**src/rtl/jtag_idcode_reader.sv**
```systemverilog
// jtag_idcode_reader
// Host-side JTAG sequencer that drives a TAP through Test-Logic-Reset to
// Shift-DR, shifts the selected DR out LSB first while sampling tdo, parks
// the TAP back in Run-Test/Idle and presents the captured word with a
// one-cycle done pulse.
//
// Optional feature macro: JTAG_IDCODE_READER_CHECK_EN
//   defined   -> idcode_match is registered against EXPECTED_IDCODE when
//                the sequence enters DONE.
//   undefined -> no comparator; idcode_match is tied to 0.
//
// Sampling note: the TAP only reaches Shift-DR one cycle after our CAP_DR
// state (it passes through Capture-DR during our first SHIFT cycle), so the
// first SHIFT cycle is skipped and the final sample is taken at the end of
// EXIT1, which still yields exactly DR_WIDTH samples.
module jtag_idcode_reader #(
  parameter int          DR_WIDTH        = 32,
  parameter int          RESET_CYCLES    = 5,
  parameter logic [31:0] EXPECTED_IDCODE = 32'h000FAF01
) (
  input  logic                clk_tck,
  input  logic                reset,
  input  logic                start,
  input  logic                tdo,
  output logic                tms,
  output logic                tdi,
  output logic                trst_n,
  output logic                tap_enable,
  output logic                busy,
  output logic                done,
  output logic [DR_WIDTH-1:0] idcode,
  output logic                idcode_match
);

  localparam int CNT_MAX = (DR_WIDTH > RESET_CYCLES) ? DR_WIDTH : RESET_CYCLES;
  localparam int CNT_W   = $clog2(CNT_MAX) + 1;

  localparam logic [CNT_W-1:0] TLR_LAST   = CNT_W'(RESET_CYCLES - 1);
  localparam logic [CNT_W-1:0] SHIFT_LAST = CNT_W'(DR_WIDTH - 1);

  typedef enum logic [3:0] {
    IDLE,
    TLR,
    RTI,
    SEL_DR,
    CAP_DR,
    SHIFT,
    EXIT1,
    UPDATE,
    DONE
  } state_t;

  state_t           state;
  state_t           state_nxt;
  logic [CNT_W-1:0] cnt;
  logic [CNT_W-1:0] cnt_nxt;
  logic             tms_nxt;
  logic             accept;
  logic             sample;

  // IDCODE reads never load data into the DR
  assign tdi = 1'b0;

  // Next-state, per-state counter and the TMS level for the upcoming state
  always_comb begin
    state_nxt = state;
    accept    = 1'b0;
    cnt_nxt   = '0;
    tms_nxt   = 1'b1;

    case (state)
      IDLE: begin
        if (start) begin
          state_nxt = TLR;
          accept    = 1'b1;
        end
      end
      TLR:     if (cnt == TLR_LAST) state_nxt = RTI;
      RTI:     state_nxt = SEL_DR;
      SEL_DR:  state_nxt = CAP_DR;
      CAP_DR:  state_nxt = SHIFT;
      SHIFT:   if (cnt == SHIFT_LAST) state_nxt = EXIT1;
      EXIT1:   state_nxt = UPDATE;
      UPDATE:  state_nxt = DONE;
      DONE:    state_nxt = IDLE;
      default: state_nxt = IDLE;
    endcase

    if ((state_nxt == state) && (state != IDLE) && (state != DONE)) begin
      cnt_nxt = cnt + CNT_W'(1);
    end

    case (state_nxt)
      TLR:     tms_nxt = 1'b1;
      RTI:     tms_nxt = 1'b0;
      SEL_DR:  tms_nxt = 1'b1;
      CAP_DR:  tms_nxt = 1'b0;
      SHIFT:   tms_nxt = (cnt_nxt == SHIFT_LAST);
      EXIT1:   tms_nxt = 1'b1;
      UPDATE:  tms_nxt = 1'b0;
      default: tms_nxt = 1'b1;
    endcase
  end

  // tdo carries a valid DR bit from SHIFT cycle 2 through EXIT1
  assign sample = ((state == SHIFT) && (cnt != '0)) || (state == EXIT1);

  // State register and per-state cycle counter
  always_ff @(posedge clk_tck or posedge reset) begin
    if (reset) begin
      state <= IDLE;
      cnt   <= '0;
    end else begin
      state <= state_nxt;
      cnt   <= cnt_nxt;
    end
  end

  // Registered TAP-facing pins and handshake outputs
  always_ff @(posedge clk_tck or posedge reset) begin
    if (reset) begin
      tms        <= 1'b1;
      trst_n     <= 1'b0;
      tap_enable <= 1'b0;
      busy       <= 1'b0;
      done       <= 1'b0;
    end else begin
      tms  <= tms_nxt;
      busy <= (state_nxt != IDLE);
      done <= (state_nxt == DONE);
      if (accept) begin
        trst_n     <= 1'b1;
        tap_enable <= 1'b1;
      end
    end
  end

  // Capture shift register: new samples enter at the MSB and move right
  always_ff @(posedge clk_tck or posedge reset) begin
    if (reset) begin
      idcode <= '0;
    end else if (accept) begin
      idcode <= '0;
    end else if (sample) begin
      idcode <= {tdo, idcode[DR_WIDTH-1:1]};
    end
  end

`ifdef JTAG_IDCODE_READER_CHECK_EN
  localparam logic [63:0]         EXPECTED_WIDE = 64'(EXPECTED_IDCODE);
  localparam logic [DR_WIDTH-1:0] EXPECTED_DR   = EXPECTED_WIDE[DR_WIDTH-1:0];

  // Compare the completed word as the sequence enters DONE
  always_ff @(posedge clk_tck or posedge reset) begin
    if (reset) begin
      idcode_match <= 1'b0;
    end else if (accept) begin
      idcode_match <= 1'b0;
    end else if (state_nxt == DONE) begin
      idcode_match <= (idcode == EXPECTED_DR);
    end
  end
`else
  logic unused_expected;

  assign unused_expected = ^EXPECTED_IDCODE;
  assign idcode_match    = 1'b0;
`endif

endmodule

```
**config.mk**
```make
export PLATFORM = sky130hd
export DESIGN_NAME = jtag_idcode_reader
export DESIGN_NICKNAME = d
export VERILOG_FILES = /design/src/rtl/jtag_idcode_reader.sv
export SDC_FILE = /design/constraint.sdc
export NUM_CORES = 1
export LEC_CHECK = 0
export CORE_MARGIN = 3
export CORE_UTILIZATION = 40
export CTS_BUF_LIST = sky130_fd_sc_hd__clkbuf_2
export CTS_CLUSTER_SIZE = 12
export DETAILED_ROUTE_END_ITERATION = 7
export PLACE_DENSITY = 0.74
export SLEW_MARGIN = 10
export SYNTH_ARGS = -nofsm -noshare
export SYNTH_HDL_FRONTEND = slang
export SYNTH_SLANG_ARGS = --single-unit
```
**constraint.sdc**
```tcl
create_clock -name clk_tck -period 3.8 [get_ports clk_tck]
set_input_delay 0.38 -clock clk_tck [delete_from_list [all_inputs] [get_ports clk_tck]]
set_output_delay 0.38 -clock clk_tck [all_outputs]
set_load 0.005 [all_outputs]
```
==> flow_metrics.py <==
metrics = {
    "power": {
        "switching_share_pct": 31.2,
        "power_frac_comb_pct": 22.0,
        "p_sw_w": 0.000296,
        "ir_drop_mv": 0.147,
        "clockPowerShare_pct": 20.3,
        "p_leak_nw": 1.16,
        "power.share.sequential_pct": 57.6,
        "power_density_nw_per_um2": 323,
        "p_int_w": 0.000654,
    },
    "die": {
        "ios": 43,
        "initial_core_util_pct": 42.1,
        "coreArea_um2": 6030,
        "fp.dieArea_um2": 7330,
        "fp.dieH_um": 85.6,
        "num_rows": 28,
        "dieWidth_um": 85.6,
    },
    "clocking": {
        "cts.repair.resized": 0,
        "cts_tree": "done",
        "clk_latency_ps": 400,
        "htree_levels": 2,
        "clkTransAtPathRegs_ps": 230,
        "cts_root_buf": "clkbuf_2",
        "cts_buffers": 5,
        "clockBufferDepth": 2,
        "hold_buffers": 0,
        "clock_sinks": 46,
        "post_cts_buffers": 0,
    },
    "logic_synthesis": {
        "netlist_top_cells_area": "dfrtp_1 44%, nand2b_1 5.2%, a211oi_1 5.0%, a211oi_2 4.9%, o221a_1 4.4%",
        "synthArstFlopShare_pct": 100,
        "synth.avg_cell_area_um2": 10.2,
        "synth_top_cell_area_share_pct": 44.4,
        "synth_edf_count": 0,
        "synth_seq_area_share_pct": 45.4,
        "netlist-cell-type-count": 40,
        "synthesis.area_um2": 2540,
        "syn_inst": 248,
        "ys.flop_type": "dfrtp_1",
        "ys_warn_count": 0,
        "ys_ff_latch": 46,
        "synth_top_area_cell": "dfrtp_1",
    },
    "cells_and_area": {
        "drive_above_1_share_pct": 12.4,
        "fillerInstances": 564,
        "finalInstanceArea_um2": 2950,
        "num-nets-final": 280,
        "area_delta_synth_final_pct": 16.2,
        "n_antenna_cell": 0,
        "layout_commonest_cell": "dfrtp_1",
        "final_cell_mix": "45 x dfrtp_1, 40 x clkdlybuf4s50_1, 21 x nand2b_1, 21 x a21oi_1, 18 x o22ai_1",
    },
    "placement": {
        "place.gp.congestion": 0.796,
        "dpl-instance-area_um2": 2910,
        "port_buffers": 40,
        "hpwl_um": 3410,
    },
    "worst_setup_path": {
        "worstSetupEndpointType": "register",
        "criticalPathCategory": "register to register",
        "ff2ff_path_depth": 5,
        "critPathLaunchType": "register",
        "path_max_fanout": 44,
        "cp_data_arrival_time_ps": 2780,
        "required_ps": 4070,
    },
    "global_route": {
        "grt_antenna_before_repair": 0,
        "grt_overflow": 0,
        "grt_pass1_vias": 1885,
        "grtUsageTotal_pct": 15.0,
        "grt_pass1_wl_um": 8940,
        "grt_max_degree": 47,
    },
    "timing": {
        "min_period_ps": 2510,
        "max_freq_mhz": 399,
        "final_max_slew_viol_count": 0,
        "finalCritPeriodShare_pct": 66.0,
        "slew_headroom_pct": 20.2,
        "tightest_slew_ps": 1200,
        "rsz0062_at_grt": "false",
        "skew_ps": 37.9,
        "setup_viol": 0,
        "hold_viol": 0,
        "tns_ps": 0,
    },
    "drt": {
        "ant_nets": 0,
        "viasPerCell": 5.67,
        "wl_um": 5180,
        "dr.first_iter.drc_count": 119,
        "avgRoutedWirePerCell_um": 14.8,
        "drc": 0,
        "drt-pass1-iter-count": 4,
        "via_count": 1986,
    },
    "flow_run": {
        "cap_violations": 0,
    },
    "worst_hold_path": {
        "hp-class": "primary input to async pin",
    },
    "outcome": {
        "status": "finished clean",
    },
}
==> sequential cells by signal, indices dropped and copies added (netlist names) <==
signal	flops
idcode	32
cnt	6
state	4
busy	1
done	1
tap_enable	1
tms	1
==> synth_stat cells, types with 3 or more instances <==
cell type and number:
clkbuf_1 5, buf_6 3, nor2_1 15, nand2b_1 21, a211oi_1 17, buf_4 5
buf_2 11, nor2b_1 3, o22ai_1 18, dfrtp_1 45, xor2_1 3, a211oi_2 10
o221a_1 10, nand3_1 3, o221a_2 8, nand2_1 4, and3_1 4, inv_1 18
a21oi_1 21
==> metrics by stage <==
step	instances	hold slack [ps]	util [%]	power [W]	worst slack, ps
floorplan	249	474	-	0.000726	2100
global placement	342	485	48.3	0.000761	1520
detailed placement	342	496	48.3	0.000768	1380
CTS	350	425	48.9	0.000963	1320
global route	350	428	48.9	0.00101	1090
finish	350	400	48.9	0.000950	1290
==> layout make-up <==
| type | instances | area (um^2) | share of cell area (%) |
|---|---|---|---|
| clock buffers | 7 | 35.0 | 1.19 |
| clock inverters | 1 | 3.75 | 0.127 |
| inverters | 18 | 67.6 | 2.29 |
| multi-input cells | 160 | 1170 | 39.7 |
| flip-flops and latches | 46 | 1150 | 39.1 |
| well taps | 75 | 93.8 | 3.18 |
| repair buffers | 43 | 423 | 14.4 |
==> metal layers <==
| layer | track usage (%) | part of all wire, % |
|---|---|---|
| met1 | 21.0 | 47 |
| met2 | 23.2 | 47 |
| met3 | 3.07 | 4.2 |
| met4 | 5.18 | 1.3 |
| met5 | 0 | 0 |
==> worst max-delay path, cell delays in order, from the launching register on <==
cell,delay (ps)
dfrtp_1,880
nor2_1,370
and3_1,520
buf_4,380
a21oi_1,80
o221a_2,160
==> path summary, 6_finish.rpt <==
path                                        start                      to  slack (ps)
setup / recovery               state[1]$_DFF_PP0_  idcode[17]$_DFFE_PP0P_        1290
hold / removal                              reset  idcode[18]$_DFFE_PP0P_         400
setup reg to reg               state[1]$_DFF_PP0_  idcode[17]$_DFFE_PP0P_        1290
hold reg to reg            tap_enable$_DFFE_PP0P_  tap_enable$_DFFE_PP0P_         530
max in group asynchronous                   reset           tms$_DFF_PP1_        2980
min in group clk_tck       tap_enable$_DFFE_PP0P_  tap_enable$_DFFE_PP0P_         530
==> power groups by stage <==
stage | sequential, W | combinational, W | clock, W
after floorplan | 0.000537 | 0.000188 | 0
after global placement | 0.000555 | 0.000206 | 0
after detailed placement | 0.000556 | 0.000212 | 0
after CTS | 0.000548 | 0.000212 | 0.000203
after global routing | 0.000553 | 0.000238 | 0.000219
final | 0.000548 | 0.000210 | 0.000193
==> cells by family after synthesis <==
group                      Yosys count  synth area share, %
AOI/OAI and AO/OA                   94                 30.3
xor gates and xnor gates             5                 1.73
adders and majority gates            2                0.987
buffers and inverters               43                 8.53
DFF                                 46                 45.4
muxes                                1                0.395
other                                1                0.148
and+or+nand+nor                     56                 12.5
(Power assumes the default switching activity.)
